File: src/rtl/cpu_pkg.sv
// rtl/cpu_pkg.sv - shared widths, register indices and fetch descriptor type
package cpu_pkg;

    localparam int DATA_W = 8;
    localparam int REG_AW = 4;
    localparam int OP_W   = 5;

    localparam logic [REG_AW-1:0] REG_X  = 4'd0;
    localparam logic [REG_AW-1:0] REG_Y  = 4'd1;
    localparam logic [REG_AW-1:0] REG_Z  = 4'd2;
    localparam logic [REG_AW-1:0] REG_W  = 4'd3;
    localparam logic [REG_AW-1:0] REG_R0 = 4'd4;
    localparam logic [REG_AW-1:0] REG_R1 = 4'd5;
    localparam logic [REG_AW-1:0] REG_R2 = 4'd6;
    localparam logic [REG_AW-1:0] REG_R3 = 4'd7;
    localparam logic [REG_AW-1:0] REG_R4 = 4'd8;
    localparam logic [REG_AW-1:0] REG_R5 = 4'd9;
    localparam logic [REG_AW-1:0] REG_R6 = 4'd10;
    localparam logic [REG_AW-1:0] REG_R7 = 4'd11;
    localparam logic [REG_AW-1:0] REG_A  = 4'd12;
    localparam logic [REG_AW-1:0] REG_B  = 4'd13;
    localparam logic [REG_AW-1:0] REG_C  = 4'd14;
    localparam logic [REG_AW-1:0] REG_M  = 4'd15;

    typedef struct packed {
        logic [REG_AW-1:0] rs1;
        logic [REG_AW-1:0] rs2;
        logic [REG_AW-1:0] rd;
        logic              wr;
        logic [OP_W-1:0]   op;
    } fetch_desc_t;

    function automatic logic addr_hit(input logic en, input logic [REG_AW-1:0] a,
                                      input logic [REG_AW-1:0] b);
        return en && (a == b);
    endfunction

endpackage

File: src/rtl/operand_bypass.sv
// rtl/operand_bypass.sv - forwarding mux for one source operand
module operand_bypass
    import cpu_pkg::*;
(
    input  logic [REG_AW-1:0] rs,
    input  logic [DATA_W-1:0] rf_rdata,
    input  logic              wbq_en,
    input  logic [REG_AW-1:0] wbq_addr,
    input  logic [DATA_W-1:0] wbq_data,
    input  logic              wb_en,
    input  logic [REG_AW-1:0] wb_addr,
    input  logic [DATA_W-1:0] wb_data,
    output logic [DATA_W-1:0] pend_val,
    output logic [DATA_W-1:0] move_val
);

    // pend_val: contents as of the last edge; move_val also folds in this edge's write
    always_comb begin
        pend_val = addr_hit(wbq_en, wbq_addr, rs) ? wbq_data : rf_rdata;
        move_val = addr_hit(wb_en, wb_addr, rs) ? wb_data : pend_val;
    end

endmodule

File: src/rtl/operand_fetch.sv
// rtl/operand_fetch.sv - operand fetch stage with write-back forwarding
module operand_fetch
    import cpu_pkg::*;
(
    input  logic              clk,
    input  logic              reset,
    input  logic              flush,
    input  logic              in_valid,
    output logic              in_ready,
    input  logic [REG_AW-1:0] in_rs1,
    input  logic [REG_AW-1:0] in_rs2,
    input  logic [REG_AW-1:0] in_rd,
    input  logic              in_wr,
    input  logic [OP_W-1:0]   in_op,
    output logic [REG_AW-1:0] rf_raddr1,
    output logic [REG_AW-1:0] rf_raddr2,
    input  logic [DATA_W-1:0] rf_rdata1,
    input  logic [DATA_W-1:0] rf_rdata2,
    input  logic              wb_en,
    input  logic [REG_AW-1:0] wb_addr,
    input  logic [DATA_W-1:0] wb_data,
    output logic              out_valid,
    input  logic              out_ready,
    output logic [DATA_W-1:0] out_a,
    output logic [DATA_W-1:0] out_b,
    output logic [REG_AW-1:0] out_rd,
    output logic              out_wr,
    output logic [OP_W-1:0]   out_op
);

    fetch_desc_t       in_desc, pend_desc, out_desc;
    logic              pend_valid;
    logic              wbq_en;
    logic [REG_AW-1:0] wbq_addr;
    logic [DATA_W-1:0] wbq_data;
    logic [REG_AW-1:0] raddr1_q, raddr2_q;
    logic              out_free, accept, move, hold;
    logic [DATA_W-1:0] pend_a, pend_b, move_a, move_b;

    assign in_desc  = '{rs1: in_rs1, rs2: in_rs2, rd: in_rd, wr: in_wr, op: in_op};
    assign out_free = !out_valid || out_ready;
    assign in_ready = !pend_valid || out_free;
    assign accept   = in_valid && in_ready;
    assign move     = pend_valid && out_free;
    assign hold     = out_valid && !out_ready;

    // A stalled PEND keeps re-reading its sources so rf_rdata stays current
    always_comb begin
        rf_raddr1 = raddr1_q;
        rf_raddr2 = raddr2_q;
        if (accept) begin
            rf_raddr1 = in_rs1;
            rf_raddr2 = in_rs2;
        end else if (pend_valid) begin
            rf_raddr1 = pend_desc.rs1;
            rf_raddr2 = pend_desc.rs2;
        end
    end

    always_ff @(posedge clk or posedge reset) begin
        if (reset) begin
            raddr1_q <= '0;
            raddr2_q <= '0;
            wbq_en   <= 1'b0;
            wbq_addr <= '0;
            wbq_data <= '0;
        end else begin
            raddr1_q <= rf_raddr1;
            raddr2_q <= rf_raddr2;
            wbq_en   <= wb_en;
            wbq_addr <= wb_addr;
            wbq_data <= wb_data;
        end
    end

    operand_bypass u_bypass_a (
        .rs       (pend_desc.rs1),
        .rf_rdata (rf_rdata1),
        .wbq_en   (wbq_en),
        .wbq_addr (wbq_addr),
        .wbq_data (wbq_data),
        .wb_en    (wb_en),
        .wb_addr  (wb_addr),
        .wb_data  (wb_data),
        .pend_val (pend_a),
        .move_val (move_a)
    );

    operand_bypass u_bypass_b (
        .rs       (pend_desc.rs2),
        .rf_rdata (rf_rdata2),
        .wbq_en   (wbq_en),
        .wbq_addr (wbq_addr),
        .wbq_data (wbq_data),
        .wb_en    (wb_en),
        .wb_addr  (wb_addr),
        .wb_data  (wb_data),
        .pend_val (pend_b),
        .move_val (move_b)
    );

    always_ff @(posedge clk or posedge reset) begin
        if (reset) begin
            pend_valid <= 1'b0;
            pend_desc  <= '0;
        end else begin
            if (accept)
                pend_desc <= in_desc;
            if (flush)
                pend_valid <= 1'b0;
            else if (accept)
                pend_valid <= 1'b1;
            else if (move)
                pend_valid <= 1'b0;
        end
    end

    always_ff @(posedge clk or posedge reset) begin
        if (reset) begin
            out_valid <= 1'b0;
            out_desc  <= '0;
            out_a     <= '0;
            out_b     <= '0;
        end else begin
            if (flush)
                out_valid <= 1'b0;
            else if (out_free)
                out_valid <= pend_valid;
            if (move) begin
                out_desc <= pend_desc;
                out_a    <= move_a;
                out_b    <= move_b;
            end else if (hold) begin
                // Snoop write-back while the consumer is stalled
                if (addr_hit(wb_en, wb_addr, out_desc.rs1))
                    out_a <= wb_data;
                if (addr_hit(wb_en, wb_addr, out_desc.rs2))
                    out_b <= wb_data;
            end
        end
    end

    assign out_rd = out_desc.rd;
    assign out_wr = out_desc.wr;
    assign out_op = out_desc.op;

    logic unused_pend;
    assign unused_pend = ^{pend_a, pend_b};

endmodule

File: config.mk
export PLATFORM = sky130hd
export DESIGN_NAME = operand_fetch
export DESIGN_NICKNAME = d
export VERILOG_FILES = /design/src/rtl/cpu_pkg.sv /design/src/rtl/operand_bypass.sv /design/src/rtl/operand_fetch.sv
export SDC_FILE = /design/constraint.sdc
export NUM_CORES = 1
export LEC_CHECK = 0
export BUFFER_PORTS_ARGS = -buffer_cell sky130_fd_sc_hd__buf_2
export CORE_AREA = 8 8 89 91
export DETAILED_ROUTE_END_ITERATION = 12
export DIE_AREA = 0 0 97 99
export GPL_TIMING_DRIVEN = 0
export PLACE_DENSITY = 0.89
export SYNTH_ARGS = -nofsm -noshare
export SYNTH_HDL_FRONTEND = slang
export SYNTH_SLANG_ARGS = --single-unit
File: constraint.sdc
create_clock -name clk -period 3.55 [get_ports clk]
set_clock_uncertainty 0.2 [all_clocks]
set_input_delay 0.355 -clock clk [delete_from_list [all_inputs] [get_ports clk]]
set_output_delay 0.355 -clock clk [all_outputs]
set_load 0.01 [all_outputs]
==> out/results.txt <==
Outcome - finished, violations left
Failing checks - hold timing
Critical path required time - 2.99 ns
Synthesized net count - 380
CP max FO - 10
Xor/xnor share of the synthesized area - 6.34%
Gr ovfl total - 0
Die Ht - 99 um
RSZ-0062 raised after global routing - no
Post-CTS setup buffer count - 0
WL final - 8790 um
Synthesized flop and latch total - 75
Die Wd - 97 um
Cells after DPL - 495
Post-route ant nets - 0
Boundary Pins - 88
Synth Area in Compound Gates - 7.25%
Syn_area_per_cell - 10.1 um2
Part of the power in registers - 47.3%
Share of layout cells above drive strength 1 - 25.3%
Hold Crit Class - in -> async
Setup violators final - 0
Antenna Cells - 0
Core Util, Final - 65.0%
Clock Sinks - 75
Initial Utilization - 50.4%
Gate count after technology mapping - 328
Cell area after synthesis - 3310 um2
Startpoint Class - flop
Crit-path cells - nor2b_1, nand2_1, and2_1, clkbuf_1, clkbuf_1, o21ai_0, buf_2
Hold slack - -0.00225 ns
Post-Synth Adder-Cell Area - 0%
CTS tree - done
CP max-delay cell - dfrtp_1
Worst setup margin - 0.703 ns
CP Buf/Inv Count - 3
Core area - 6570 um2
Mux cell area share after synthesis - 7.25%
DRC viols - 0
Rel. slew slack - 39.7%
Final Cycle Share - 80.2%
Clk buf depth - 2
Port-buffer cells - 87
Initial antenna violation count - 0
Crit. End Element - output pin
Largest net degree at the start of global routing - 76
Post-synth EDFFs - 0
Root buffer cell - clkbuf_8
Area leader, netlist - dfrtp_1
YS warnings - 0
Pre-CTS setup slack - 1.06 ns
Total CTS buffers - 9
Clock power share - 34.0%
# rows - 30
Share of synthesized flip-flops with an asynchronous set or reset - 100%
Kind of critical path - reg -> out
First-pass GRT wire length - 14200 um
Final Slew Violations - 0
Maxcap violations - 0
Most used cell, CP - clkbuf_1
First-pass detailed-route iteration total - 8
Final Hold Viols - 4
Worst skew pair latency - 0.34 ns
PwrDens - 510 nW/um2
Finished Layout Cells - 530
Synth cell types - 22
P&R area growth vs syn - 28.9%
Top-count cell post-synth - nand2_1
GRT Overall Usage - 18.2%
Cell family with most CP delay - buffers and inverters
Sw Ratio - 27.7%
GP Congestion - 0.845
Setup TNS - 0 ns
Most instantiated cells after synthesis - nand2_1 (112), dfrtp_1 (75), inv_1 (25), mux2i_1 (24)
Vias in the first global route - 2899
Nets - 497
Via count - 2819
Post-synth top area share - 56.6%
Leak - 2.21 nW
Placed wire-length estimate - 5950 um
1st-iter DRT viols - 259
P_sw - 0.603 mW
Most area-consuming cells after synthesis - dfrtp_1 (57%), nand2_1 (13%), mux2i_1 (7.3%)
Cell-internal power - 1.58 mW
Reg clk slew, reported paths - 0.08 ns
Largest family of logic cells by synthesized area - simple AND/OR/NAND/NOR gates
Synth Area in Simple Gates - 16.5%
WP data arrival - 2.29 ns
Worst slew pin tran - 0.900 ns
Vias per Instance - 5.32
F_max - 351 MHz
VDD IR max - 308 uV
Logic pwr share - 18.7%
Main synth FF type - dfrtp_1
Wire length per cell - 16.6 um
Sequential share of the synthesized area - 56.6%
Tmin final - 2.85 ns
Die area - 9600 um2
H-tree depth - 3
Largest stage delay on the critical path - 0.37 ns
-- repair_timing --
| action | in CTS | in global routing |
|---|---|---|
| setup endpoints to repair | 0 | 0 |
| endpoints found under the hold margin | 18 | 2 |
| gates resized for setup | 0 | 0 |
| hold buffers | 17 | 2 |
-- cell usage in the layout (no fill, tap or decap) --
| cell | count |
|---|---|
| a31oi_1 | 4 |
| nand3_1 | 4 |
| mux2i_1 | 24 |
| dfrtp_1 | 75 |
| clkinvlp_4 | 1 |
| clkbuf_1 | 10 |
| buf_1 | 1 |
| nor2_1 | 3 |
| bufinv_16 | 2 |
| inv_4 | 1 |
| nor2b_1 | 2 |
| xor2_1 | 16 |
| nor4_4 | 2 |
| o21ai_0 | 8 |
| buf_2 | 87 |
| nand2b_1 | 1 |
| nand2_1 | 112 |
| xnor2_1 | 8 |
| o21ai_1 | 2 |
| buf_4 | 9 |
| dlygate4sd3_1 | 19 |
| a21oi_1 | 1 |
| clkbuf_8 | 11 |
| a222oi_1 | 16 |
| nand3b_1 | 1 |
| clkinv_2 | 1 |
| and2_1 | 1 |
| nor3_1 | 4 |
| inv_1 | 24 |
-- per-layer routing --
layer	track usage (%)	share of wire, %	up-vias
met2	30.3	49	126
met5	0	0	-
li1	-	-	1311
met4	5.21	0.77	0
met1	22.1	43	1374
met3	5.53	6.9	8
-- layout make-up --
cell class | instances | area, um2
Multi-Input combinational cell | 209 | 1240
Fill cell | 487 | 2300
Timing Repair Buffer | 106 | 626
Sequential cell | 75 | 1880
Buffer | 19 | 105
Clock inverter | 4 | 72.6
Clock buffer | 12 | 155
Tap cell | 80 | 100
Inverter | 25 | 96.3
-- worst reg2reg max path, cell delays in order (launching register included) --
cell,delay [ns]
dfrtp_1,0.40
nor2b_1,0.18
nand2b_1,0.22
clkbuf_1,0.26
a31oi_1,0.68
a222oi_1,0.21
-- cells by family (layout without fill, tap and decap cells) --
kind of cell,Yosys count,in the layout
flops,75,75
compound gates,31,31
buf+inv,44,166
xor+xnor,24,24
mux,24,24
simple gates,130,130
-- sequential cells by signal (all words and copies together) (netlist names) --
| name | cells |
|---|---|
| out_a | 8 |
| raddr1_q | 4 |
| out_op | 5 |
| out_desc | 8 |
| wbq_addr | 4 |
| wbq_en | 1 |
| pend_desc | 18 |
| out_rd | 4 |
| raddr2_q | 4 |
| out_b | 8 |
| wbq_data | 8 |
| out_wr | 1 |
| out_valid | 1 |
| pend_valid | 1 |
-- path summary, 6_finish.rpt --
| kind | start | to | slack [ns] | cells after the start |
|---|---|---|---|---|
| worst min-delay path | reset | out_b[0]$_DFFE_PP0P_ | -0.002 | 2 |
| max in group asynchronous | reset | pend_desc[14]$_DFFE_PP0P_ | 2.55 | 2 |
| worst max register to register | out_valid$_DFFE_PP0P_ | out_a[1]$_DFFE_PP0P_ | 1.22 | 5 |
| min in group clk | in_wr | pend_desc[5]$_DFFE_PP0P_ | 0.01 | 3 |
| worst max-delay path | out_valid$_DFFE_PP0P_ | rf_raddr2[2] | 0.70 | 7 |
| worst min register to register | pend_desc[8]$_DFFE_PP0P_ | out_rd[2]$_DFFE_PP0P_ | 0.28 | 2 |
-- through the flow --
stage / power, mW / cell area, um2
floorplan: 1.27 / 3310
global placement: 1.41 / 3850
detailed placement: 1.44 / 3850
CTS: 2.19 / 4250
global route: 2.28 / 4270
finish: 2.18 / 4270
-- power by group through the flow --
stage | sequential (mW) | clock (mW) | combinational, mW
after CTS | 1.03 | 0.749 | 0.408
after floorplan | 1.04 | 0 | 0.226
final | 1.03 | 0.742 | 0.407
after global routing | 1.04 | 0.791 | 0.453
after global placement | 1.04 | 0 | 0.374
after detailed placement | 1.04 | 0 | 0.391
No activity file was read; power rests on OpenSTA's default activity.
